### src/rtl/uart_pkg.sv
// Shared definitions for the UART transmit-side arbitration logic.
//   arb_state_t           : arbiter FSM state encoding
//   UART_DATA_W           : width of one UART data byte
//   START_TIMEOUT_DEFAULT : default start-watchdog length in clk cycles
package uart_pkg;

  typedef enum logic [1:0] {
    IDLE,
    START,
    WAIT_DONE
  } arb_state_t;

  localparam int UART_DATA_W           = 8;
  localparam int START_TIMEOUT_DEFAULT = 64;

endpackage

### src/rtl/uart_rr_picker.sv
// Combinational rotate-priority encoder. Starting at index ptr and walking
// upward modulo NUM_REQ, it selects the first set bit of req_valid.
//   req_valid : request vector
//   ptr       : highest-priority index for this pick
//   grant     : one-hot winner (all zero when nothing is requested)
//   g         : index of the winner (0 when nothing is requested)
//   any       : at least one request present
module uart_rr_picker #(
  parameter int NUM_REQ = 4
) (
  input  logic [NUM_REQ-1:0]         req_valid,
  input  logic [$clog2(NUM_REQ)-1:0] ptr,
  output logic [NUM_REQ-1:0]         grant,
  output logic [$clog2(NUM_REQ)-1:0] g,
  output logic                       any
);

  localparam int PW = $clog2(NUM_REQ);
  localparam int SW = PW + 1;

  logic [SW-1:0] sum;
  logic [PW-1:0] idx;

  // One extra bit on the sum lets ptr+i be reduced modulo NUM_REQ with a
  // single conditional subtract, which also covers non-power-of-two sizes.
  always_comb begin
    grant = '0;
    g     = '0;
    any   = 1'b0;
    sum   = '0;
    idx   = '0;
    for (int i = 0; i < NUM_REQ; i++) begin
      sum = {1'b0, ptr} + SW'(i);
      if (sum >= SW'(NUM_REQ)) sum = sum - SW'(NUM_REQ);
      idx = sum[PW-1:0];
      if (!any && req_valid[idx]) begin
        any        = 1'b1;
        g          = idx;
        grant[idx] = 1'b1;
      end
    end
  end

endmodule

### src/rtl/uart_tx_arbiter.sv
// Round-robin arbiter sharing one UART transmitter among NUM_REQ byte
// producers, with a watchdog for a transmitter that never starts.
//   clk, rst_n        : system clock, asynchronous active-low reset
//   req_valid/req_data: per-requester byte offer (byte i at [8i+7:8i])
//   req_ready         : one-hot accept strobe, combinational, IDLE only
//   uart_din          : registered byte to the transmitter
//   uart_write_enable : transmitter write strobe, held until tx_busy rises
//   uart_tx_busy      : transmitter frame-in-progress flag
//   grant_id          : requester owning the current or last transfer
//   arb_busy          : arbiter is not in IDLE
//   timeout_err       : one-cycle pulse when a start is abandoned
module uart_tx_arbiter
  import uart_pkg::*;
#(
  parameter int NUM_REQ       = 4,
  parameter int START_TIMEOUT = START_TIMEOUT_DEFAULT
) (
  input  logic                             clk,
  input  logic                             rst_n,
  input  logic [NUM_REQ-1:0]               req_valid,
  input  logic [NUM_REQ*UART_DATA_W-1:0]   req_data,
  output logic [NUM_REQ-1:0]               req_ready,
  output logic [UART_DATA_W-1:0]           uart_din,
  output logic                             uart_write_enable,
  input  logic                             uart_tx_busy,
  output logic [$clog2(NUM_REQ)-1:0]       grant_id,
  output logic                             arb_busy,
  output logic                             timeout_err
);

  localparam int GW = $clog2(NUM_REQ);
  localparam int CW = $clog2(START_TIMEOUT + 1);

  arb_state_t           state, state_nxt;
  logic [GW-1:0]        ptr;
  logic [CW-1:0]        cnt;
  logic [NUM_REQ-1:0]   pick_grant;
  logic [GW-1:0]        pick_g;
  logic                 pick_any;
  logic                 do_grant;
  logic                 start_timeout;
  logic [UART_DATA_W-1:0] sel_byte;

  uart_rr_picker #(
    .NUM_REQ (NUM_REQ)
  ) u_picker (
    .req_valid (req_valid),
    .ptr       (ptr),
    .grant     (pick_grant),
    .g         (pick_g),
    .any       (pick_any)
  );

  // Winner's byte selected through the one-hot grant, so no wide index math.
  always_comb begin
    sel_byte = '0;
    for (int i = 0; i < NUM_REQ; i++) begin
      sel_byte = sel_byte | (req_data[i*UART_DATA_W +: UART_DATA_W] & {UART_DATA_W{pick_grant[i]}});
    end
  end

  always_ff @(posedge clk or negedge rst_n) begin
    if (!rst_n) state <= IDLE;
    else        state <= state_nxt;
  end

  // req_ready is gated by rst_n so no handshake can complete while the
  // arbiter is held in reset. tx_busy outranks the watchdog in START.
  always_comb begin
    state_nxt     = state;
    req_ready     = '0;
    do_grant      = 1'b0;
    start_timeout = 1'b0;
    case (state)
      IDLE: begin
        if (rst_n && !uart_tx_busy && pick_any) begin
          req_ready = pick_grant;
          do_grant  = 1'b1;
          state_nxt = START;
        end
      end
      START: begin
        if (uart_tx_busy) begin
          state_nxt = WAIT_DONE;
        end else if (cnt == CW'(START_TIMEOUT - 1)) begin
          start_timeout = 1'b1;
          state_nxt     = IDLE;
        end
      end
      WAIT_DONE: begin
        if (!uart_tx_busy) state_nxt = IDLE;
      end
      default: state_nxt = IDLE;
    endcase
  end

  // Registered outputs follow the next state so they line up with it.
  // An abandoned byte leaves ptr advanced past its owner.
  always_ff @(posedge clk or negedge rst_n) begin
    if (!rst_n) begin
      ptr               <= '0;
      cnt               <= '0;
      uart_din          <= '0;
      uart_write_enable <= 1'b0;
      grant_id          <= '0;
      arb_busy          <= 1'b0;
      timeout_err       <= 1'b0;
    end else begin
      uart_write_enable <= (state_nxt == START);
      arb_busy          <= (state_nxt != IDLE);
      timeout_err       <= start_timeout;
      if (do_grant) begin
        uart_din <= sel_byte;
        grant_id <= pick_g;
        ptr      <= (pick_g == GW'(NUM_REQ - 1)) ? '0 : pick_g + 1'b1;
        cnt      <= '0;
      end else if (state == START) begin
        cnt <= cnt + 1'b1;
      end
    end
  end

endmodule

### config.mk
export PLATFORM = sky130hd
export DESIGN_NAME = uart_tx_arbiter
export DESIGN_NICKNAME = d
export VERILOG_FILES = /design/src/rtl/uart_pkg.sv /design/src/rtl/uart_rr_picker.sv /design/src/rtl/uart_tx_arbiter.sv
export SDC_FILE = /design/constraint.sdc
export NUM_CORES = 1
export LEC_CHECK = 0
export CORE_MARGIN = 2
export CORE_UTILIZATION = 52
export CTS_BUF_LIST = sky130_fd_sc_hd__clkbuf_8 sky130_fd_sc_hd__clkbuf_16
export CTS_CLUSTER_DIAMETER = 80
export DETAILED_ROUTE_END_ITERATION = 6
export GPL_TIMING_DRIVEN = 0
export PLACE_DENSITY = 0.86
export SLEW_MARGIN = 5
export SYNTH_ARGS = -nofsm -noshare
export SYNTH_HDL_FRONTEND = slang
export SYNTH_SLANG_ARGS = --single-unit
export TNS_END_PERCENT = 5
### constraint.sdc
create_clock -name clk -period 5.09 [get_ports clk]
set_input_delay 1.018 -clock clk [delete_from_list [all_inputs] [get_ports clk]]
set_output_delay 1.018 -clock clk [all_outputs]
set_load 0.005 [all_outputs]
==> impl_metrics.yaml, run 1 <==
finish:
  area_delta_synth_final_pct: 33.5
  multi_input_area_mm2: 0.00131
  nFillCells: 285
  antennaDiodeCount: 0
  nets: 352
  drive_above_1_share_pct: 7.26
  stdcell_count: 351
  seq_area_um2: 601
  fin_util_pct: 73.1
clocking:
  cts.clk_slew.worst_paths_ns: 0.09
  clk_latency_ns: 0.27
  cts_root_buf: "clkbuf_8"
  cts_max_level: 1
  cts_tree: "built"
  postCtsHoldBufs: 0
  clockBufferDepth: 2
  clock_sinks: 24
  cts_made_buffers: 3
critical_path:
  r2r_slack_ns: 1.71
  end_kind: "output port"
  max_stage_delay_ns: 0.59
  crit_fanout: 25
  slowest_stage: "clkdlybuf4s15_2"
  ff2ff_path_depth: 10
  required_ns: 4.07
  cp.arrival_ns: 3.79
  path_class: "in -> out"
  critPathLaunchType: "input pin"
  path_cells: "clkdlybuf4s15_2 -> or4b_1 -> a21oi_1 -> buf_2 -> and2_1 -> clkdlybuf4s50_1"
  r2r_end: "uart_din[6]"
sta:
  report.final.slew_viol_count: 0
  worst_pin_slew_ns: 0.656
  rsz0062_at_grt: "no"
  finalSetupViolCount: 0
  hold_viol_final: 0
  slew_headroom_pct: 56.2
  fin_skew_ns: 0.00269
  finalCriticalPeriod_ns: 4.81
  min_period_over_period_pct: 94.5
  fmax_mhz: 208
  hold_ws_ns: 0.505
  setup_ws_ns: 0.282
logic_synthesis:
  syn_area_per_cell_um2: 8.28
  seq_area_frac_synth_pct: 29.5
  synth_edf_count: 0
  synth_nets: 294
  ys_ff_latch: 24
  synth_cell_type_count: 49
  synthArstFlopShare_pct: 100
  ys_warn_count: 0
  synth_ff_type: "dfrtp_1"
  synthCells: 246
  synth_area_mm2: 0.00204
place:
  dp_slack_ns: -0.372
  routabilityCongestion: 0.860
  dp_cells: 348
  dp_hpwl_um: 4320
  portBuffers: 54
min_path:
  whs_path_depth: 1
  hold_end: "grant_id[0]"
  hold_path_startpoint: "grant_id[0]"
  min_path_type: "reg -> reg"
die:
  core_area_mm2: 0.00372
  fp.dieH_um: 66.6
  rows: 22
  die_x_um: 66.6
  boundaryPins: 56
  dieArea_mm2: 0.00443
  start_util_pct: 54.8
drt:
  vias_per_cell: 6.26
  ant_nets: 0
  drtIter0Drc: 259
  route.detailed.drc: 0
  first_pass_iters: 5
  vias: 2199
  route.met2.wl_um: 2870
  finalWirelength_um: 5980
  wl_met3_um: 483
  wl_met1_um: 2550
  wire_per_inst_um: 17.0
  highest_layer: "met4"
global_route:
  grt_max_degree: 26
  track_usage_pct: 27.6
  overflow: 0
  antenna_found_initial: 0
  grt_pass1_wl_um: 9570
  grt_pass1_vias: 2058
pwr:
  ir_drop_uv: 301
  leakagePower_uw: 0.00112
  pwr_density_cell_mw_per_mm2: 531
flow_run:
  maxCapViolations: 0
run_status:
  status: "finished clean"
per-stage QoR:
step | TNS (ns) | total power [uW] | cell area (um2)
2_1_floorplan | 0 | 952 | 2040
3_3_place_gp | -1.18 | 1230 | 2640
3_5_place_dp | -1.40 | 1250 | 2640
6_report | 0 | 1440 | 2720
4_1_cts | 0 | 1430 | 2710
5_1_grt | 0 | 1550 | 2720
what timing repair did:
item                       CTS  global route
buffers inserted             0             0
resized for setup            4             5
setup endpoints to repair    4             4
cell type report:
class,instances,area share [%]
clock inverters,1,1.10
multi-input cells,195,48.0
well taps,48,2.21
plain buffers,21,4.42
inverters,5,0.691
repair buffers,54,19.9
clock buffers,3,1.52
flip-flops and latches,24,22.1
power breakdown:
group,internal (uW),switching (uW)
Combinational,448,519
Clock,105,66.6
Sequential,250,54.1
Total,804,639
cells in the final DEF (no fill, tap or decap), drive strengths merged, types with 8 or more instances in the layout:
cell	n
a21oi	13
a22o	9
a311o	8
a31oi	8
and3	9
buf	11
clkbuf	13
clkdlybuf4s50	53
dfrtp	24
ha	9
nand2	10
nand2b	14
nand3	23
nor2	22
o21ai	11
synth_stat cells, drive strengths merged, types with 3 or more instances:
library cell | n | area share, %
a21oi | 13 | 3.2
a22o | 9 | 3.9
a22oi | 3 | 1.1
a311o | 8 | 3.9
a31o | 3 | 1.3
a31oi | 8 | 2.5
and3 | 9 | 2.8
buf | 11 | 3.9
clkbuf | 11 | 2.0
dfrtp | 24 | 30
ha | 9 | 5.5
inv | 5 | 0.92
mux2i | 4 | 2.0
nand2 | 10 | 1.8
nand2b | 14 | 4.3
nand3 | 23 | 5.7
nor2 | 22 | 4.1
nor2b | 4 | 1.2
nor3 | 4 | 0.98
o211ai | 4 | 1.5
o21ai | 11 | 2.7
o22ai | 3 | 0.92
o31ai | 3 | 1.1
cells by family after synthesis:
family | count (synthesis) | synth area share [%]
AND/OR/NAND/NOR | 99 | 25.5
adder cells (fa/ha/maj) | 9 | 5.53
XOR/XNOR | 3 | 1.29
AO/OA/AOI/OAI | 77 | 27.1
buffers and inverters | 27 | 6.88
flip-flops | 24 | 29.5
multiplexers | 7 | 4.18
worst max-delay path by stage:
stage | startpoint | end | slack [ns] | depth (start not counted)
2_1_floorplan | ptr[1] | req_ready[1] | 1.51 | 10
3_3_place_gp | rst_n | req_ready[0] | -0.31 | 6
3_5_place_dp | rst_n | req_ready[1] | -0.37 | 6
4_1_cts | ptr[1] | req_ready[0] | 0.07 | 10
5_1_grt | flip-flop | req_ready[1] | 0.09 | 11
6_report | rst_n | req_ready[1] | 0.28 | 6
worst max-delay path: cells and delay by family:
family | cells | cell delay, ns
compound gates | 1 | 0.56
simple gates | 2 | 0.75
buf+inv | 3 | 1.45
flip-flops by register name, summed over array words and instances (netlist names), named ones only:
name	cells
state	2
timeout_err	1
arb_busy	1
uart_din	8
ptr	1
grant_id	2
cnt	7
uart_write_enable	1
metal layers:
layer  up-vias  GRT usage [%]
li1       1032              -
met1      1041           36.3
met2       116           46.3
met3        10           6.42
met4         0           6.12
met5         -              0
(Power assumes the default switching activity.)
==> run 2: changes to the inputs <==
--- a/config.mk
+++ b/config.mk
@@ -5,6 +5,7 @@
 export SDC_FILE = /design/constraint.sdc
 export NUM_CORES = 1
 export LEC_CHECK = 0
+export CORE_ASPECT_RATIO = 0.7
 export CORE_MARGIN = 2
 export CORE_UTILIZATION = 52
 export CTS_BUF_LIST = sky130_fd_sc_hd__clkbuf_8 sky130_fd_sc_hd__clkbuf_16
@@ -12,7 +13,7 @@
 export DETAILED_ROUTE_END_ITERATION = 6
 export GPL_TIMING_DRIVEN = 0
 export PLACE_DENSITY = 0.86
-export SLEW_MARGIN = 5
+export SLEW_MARGIN = 20
 export SYNTH_ARGS = -nofsm -noshare
 export SYNTH_HDL_FRONTEND = slang
 export SYNTH_SLANG_ARGS = --single-unit
==> run 2 against run 1 <==
Fmax grew 0.67%. Highest routed layer unchanged. Critical path type unchanged. Worst hold slack gained 0.016 ns. Sequential share of layout area is essentially flat. Die area grew 0.18%. Cell area grew 0.14%. Final cell count grew 0.57%. Largest cell class unchanged. Register-to-register slack gained 0.14 ns. Worst setup slack gained 0.032 ns. Global-route usage grew 0.48 points.
==> impl_metrics.yaml, run 2 (same netlist as run 1, synthesis figures left out) <==
finish:
  top_register: "uart_din"
  final_cell_mix: "53 x clkdlybuf4s50_1, 24 x dfrtp_1, 23 x nand3_1"
  area_delta_synth_final_pct: 33.7
  nFillCells: 256
  nets: 352
  drive_above_1_share_pct: 7.59
  largest_reg_flops: 8
  top_regs: "uart_din: 8 flops, cnt: 7 flops"
  antennaDiodeCount: 0
  fin_util_pct: 75.1
  layout_commonest_cell: "clkdlybuf4s50_1"
drt:
  vias: 2243
  wire_per_inst_um: 17.4
  drtIter0Drc: 310
  route.detailed.drc: 0
  first_pass_iters: 6
  ant_nets: 0
  finalWirelength_um: 6140
  vias_per_cell: 6.35
sta:
  fmax_mhz: 209
  report.final.slew_viol_count: 0
  setup_ws_ns: 0.314
  tns_ns: 0
  finalCriticalPeriod_ns: 4.78
  slew_headroom_pct: 54.4
  hold_ws_ns: 0.520
  fin_skew_ns: 0.00876
  min_period_over_period_pct: 93.8
  rsz0062_at_grt: "no"
  finalSetupViolCount: 0
  hold_viol_final: 0
  worst_pin_slew_ns: 0.666
die:
  die_x_um: 78.8
  start_util_pct: 56.1
  boundaryPins: 56
  core_area_mm2: 0.00363
  dieArea_mm2: 0.00444
  fp.dieH_um: 56.4
  rows: 18
critical_path:
  end_kind: "output port"
  path_class: "in -> out"
  required_ns: 4.07
  cp.arrival_ns: 3.76
  crit_fanout: 25
  critPathLaunchType: "input pin"
global_route:
  track_usage_pct: 28.1
  grt_max_degree: 26
  overflow: 0
  grt_pass1_vias: 2034
  grt_pass1_wl_um: 9960
  antenna_found_initial: 0
run_status:
  status: "finished clean"
pwr:
  power_uw: 1460
  ir_drop_uv: 347
  leakagePower_uw: 0.00112
  pwr_density_cell_mw_per_mm2: 538
place:
  routabilityCongestion: 1.03
  dp_hpwl_um: 4370
  dp_slack_ns: -0.359
  portBuffers: 54
clocking:
  cts_setup_buffers: 0
  clock_sinks: 24
  cts_tree: "built"
  cts_made_buffers: 3
  cts.clk_slew.worst_paths_ns: 0.08
  clockBufferDepth: 2
  cts_root_buf: "clkbuf_8"
  clk_latency_ns: 0.27
  cts_max_level: 1
min_path:
  min_path_type: "reg -> reg"
flow_run:
  maxCapViolations: 0
run 2: where the power goes:
part           internal, uW  switching (uW)  leakage (uW)
logic                   451             535      0.000798
registers               250            57.3      0.000284
clock network           105            65.2     0.0000357
run 2: layout make-up:
| type | count | area [um2] | share of cell area [%] |
|---|---|---|---|
| plain buffers | 21 | 121 | 4.46 |
| clock buffers | 3 | 41.3 | 1.52 |
| clock inverters | 1 | 30.0 | 1.10 |
| inverters | 5 | 18.8 | 0.690 |
| multi-input cells | 195 | 1310 | 48.0 |
| flip-flops and latches | 24 | 601 | 22.1 |
| well taps | 50 | 62.6 | 2.30 |
| repair buffers | 54 | 542 | 19.9 |
run 2: path summary, 6_finish.rpt:
kind                                   from           end  slack, ns  cells after the start
worst min-delay path            grant_id[0]   grant_id[0]       0.52                      1
worst max-delay path                  rst_n  req_ready[3]       0.31                      7
min in group asynchronous             rst_n   uart_din[6]       0.84                      1
max in group asynchronous             rst_n   grant_id[1]       3.83                      1
worst min register to register  grant_id[0]   grant_id[0]       0.52                      1
worst max register to register       ptr[1]   uart_din[4]       1.85                     10
run 2: per-layer routing:
metal	part of all wire, %	track usage, %	vias up	wire length, um
met3	11	7.23	12	665
met4	0.77	4.51	0	47
li1	-	-	1039	-
met1	45	42.0	1051	2770
met2	43	41.5	141	2660
met5	0	0	-	0
run 2: worst max-delay path: stages:
cell             delay, ns
clkdlybuf4s15_2       0.59
or4b_1                0.58
a21o_1                0.29
buf_2                 0.23
buf_1                 0.24
nor2_1                0.25
clkdlybuf4s50_1       0.55
run 2: timing repair:
| item | CTS | global route |
|---|---|---|
| hold buffers | 0 | 0 |
| resized for setup | 4 | 6 |
| endpoints found under the hold margin | 0 | 0 |
| endpoints found under the setup margin | 4 | 4 |
| pin swaps | 0 | 0 |
run 2: through the flow:
stage,area [um2],instances
3_5_place_dp,2640,350
2_1_floorplan,2040,246
3_3_place_gp,2640,350
6_report,2720,353
4_1_cts,2720,354
5_1_grt,2720,353
==> run 3: changes to the inputs <==
--- a/config.mk
+++ b/config.mk
@@ -12,7 +12,7 @@
 export CTS_CLUSTER_DIAMETER = 80
 export DETAILED_ROUTE_END_ITERATION = 6
 export GPL_TIMING_DRIVEN = 0
-export PLACE_DENSITY = 0.86
+export PLACE_DENSITY_LB_ADDON = 0.2
 export SLEW_MARGIN = 20
 export SYNTH_ARGS = -nofsm -noshare
 export SYNTH_HDL_FRONTEND = slang
==> run 3 against run 2 <==
Clock skew is 0.0011 ns higher. Non-clock buffer count increased by 1. Sequential share of layout area grew 0.051 points. Global-route usage decreased by 0.30 points. Critical path depth up 4. Sequential cell count did not move. First-iteration DRC count decreased by 0.65%. Die area stayed put.
==> impl_metrics.yaml, run 3 (same netlist as run 1, synthesis figures left out) <==
pwr:
  ir_drop_uv: 389
  p_seq_share_pct: 21.3
  leakagePower_uw: 0.00112
  switchingPower_uw: 652
  netSwitchingFraction_pct: 44.7
  pwr-share-comb_pct: 67.1
  clockPowerShare_pct: 11.6
  pwr_density_cell_mw_per_mm2: 537
  power.internal_uw: 807
die:
  die_x_um: 78.8
  start_util_pct: 56.1
  rows: 18
  boundaryPins: 56
  dieArea_mm2: 0.00444
  core_area_mm2: 0.00363
  fp.dieH_um: 56.4
global_route:
  overflow: 0
  grt_max_degree: 26
  grt_pass1_wl_um: 9910
  antenna_found_initial: 0
  grt_pass1_vias: 2005
  track_usage_pct: 27.8
finish:
  area_delta_synth_final_pct: 33.4
  fin_util_pct: 74.9
  antennaDiodeCount: 0
  layout_commonest_cell: "clkdlybuf4s50_1"
  largest_reg_flops: 8
  final_cell_mix: "53 x clkdlybuf4s50_1, 24 x dfrtp_1, 23 x nand3_1"
  top_regs: "uart_din: 8 flops, cnt: 7 flops"
  nets: 353
  drive_above_1_share_pct: 7.24
  top_register: "uart_din"
sta:
  worst_pin_slew_ns: 0.717
  fin_skew_ns: 0.00986
  report.final.slew_viol_count: 0
  finalCriticalPeriod_ns: 4.85
  hold_viol_final: 0
  hold_ws_ns: 0.498
  rsz0062_at_grt: "no"
  fmax_mhz: 206
  finalSetupViolCount: 0
  min_period_over_period_pct: 95.2
  slew_headroom_pct: 51.0
clocking:
  cts_max_level: 1
  cts.clk_slew.worst_paths_ns: 0.08
  clock_sinks: 24
  clockBufferDepth: 2
  cts_root_buf: "clkbuf_8"
  clk_latency_ns: 0.27
  cts_setup_buffers: 0
  cts_made_buffers: 3
  cts_tree: "built"
  ctsResizeCount: 3
  postCtsHoldBufs: 0
critical_path:
  end_kind: "output port"
  max_stage_delay_ns: 0.50
  crit_fanout: 10
  critPathLaunchType: "flip-flop"
  crit_top_cell: "clkbuf_2"
  path_class: "reg -> out"
  path_cells: "clkbuf_2 -> inv_1 -> ha_1 -> mux2_2 -> mux2i_1 -> o211ai_1 -> a32oi_1 -> a21o_1 -> clkbuf_2 -> and2_1 -> clkdlybuf4s50_1"
  slowest_stage: "dfrtp_1"
  cp.arrival_ns: 3.83
  required_ns: 4.07
min_path:
  min_path_type: "reg -> reg"
drt:
  finalWirelength_um: 6160
  wire_per_inst_um: 17.4
  vias_per_cell: 6.25
  first_pass_iters: 5
  vias: 2214
  route.detailed.drc: 0
  drtIter0Drc: 308
  ant_nets: 0
place:
  dp_hpwl_um: 4460
  portBuffers: 54
  routabilityCongestion: 0.920
flow_run:
  maxCapViolations: 0
run_status:
  status: "finished clean"
-- run 3: cell count changes in the layout (fill, tap and decap cells not counted), sizes merged --
| cell | delta |
|---|---|
| clkdlybuf4s15 | -1 |
| clkbuf | +1 |
| buf | +1 |
-- run 3: stage by stage --
step | power (uW) | setup TNS, ns | cell area (um2) | worst slack (ns) | cells
after floorplan | 952 | 0 | 2040 | 1.51 | 246
after global placement | 1220 | -1.09 | 2640 | -0.290 | 350
after detailed placement | 1240 | -1.16 | 2640 | -0.299 | 350
after CTS | 1420 | 0 | 2710 | 0.0265 | 354
after global routing | 1560 | 0 | 2720 | 0.0561 | 354
final | 1460 | 0 | 2720 | 0.245 | 354
-- run 3: routing by layer --
layer  vias up  global-route usage (%)  part of all wire (%)
met3         8                    6.11                    10
met5         -                       0                     0
met4         0                    3.76                  0.62
met2       136                    41.9                    44
li1       1041                       -                     -
met1      1029                    41.9                    45
-- run 3: critical path, delay by kind of cell, from the launching register on --
kind	cells	cell delay, ns
compound gates	3	0.53
buf+inv	4	1.20
mux	2	0.80
flops	1	0.50
fa+ha+maj	1	0.37
simple gates	1	0.15
-- run 3: path summary, 6_finish.rpt --
path,startpoint,to,slack [ns],cells after the start
min reg2reg,cnt[6],timeout_err,0.50,1
min in group asynchronous,rst_n,uart_din[1],0.72,1
max in group asynchronous,rst_n,timeout_err,3.98,1
min,cnt[6],timeout_err,0.50,1
max,ptr[1],req_ready[1],0.24,11
max reg2reg,ptr[1],uart_din[4],1.84,10
-- run 3: area by class of cell --
| cell class | instances | area [um2] |
|---|---|---|
| Inverter | 5 | 18.8 |
| Sequential cell | 24 | 601 |
| Clock buffer | 3 | 41.3 |
| Clock inverter | 1 | 30.0 |
| Tap cell | 50 | 62.6 |
| Multi-Input combinational cell | 195 | 1300 |
| Timing Repair Buffer | 54 | 536 |
| Fill cell | 292 | 911 |
| Buffer | 22 | 125 |
-- run 3: power by group through the flow --
stage | logic (uW) | clock network (uW) | registers (uW)
after floorplan | 652 | 0 | 300
after CTS | 944 | 172 | 308
after global routing | 1060 | 179 | 319
after global placement | 915 | 0 | 309
after detailed placement | 932 | 0 | 311
final | 979 | 169 | 311
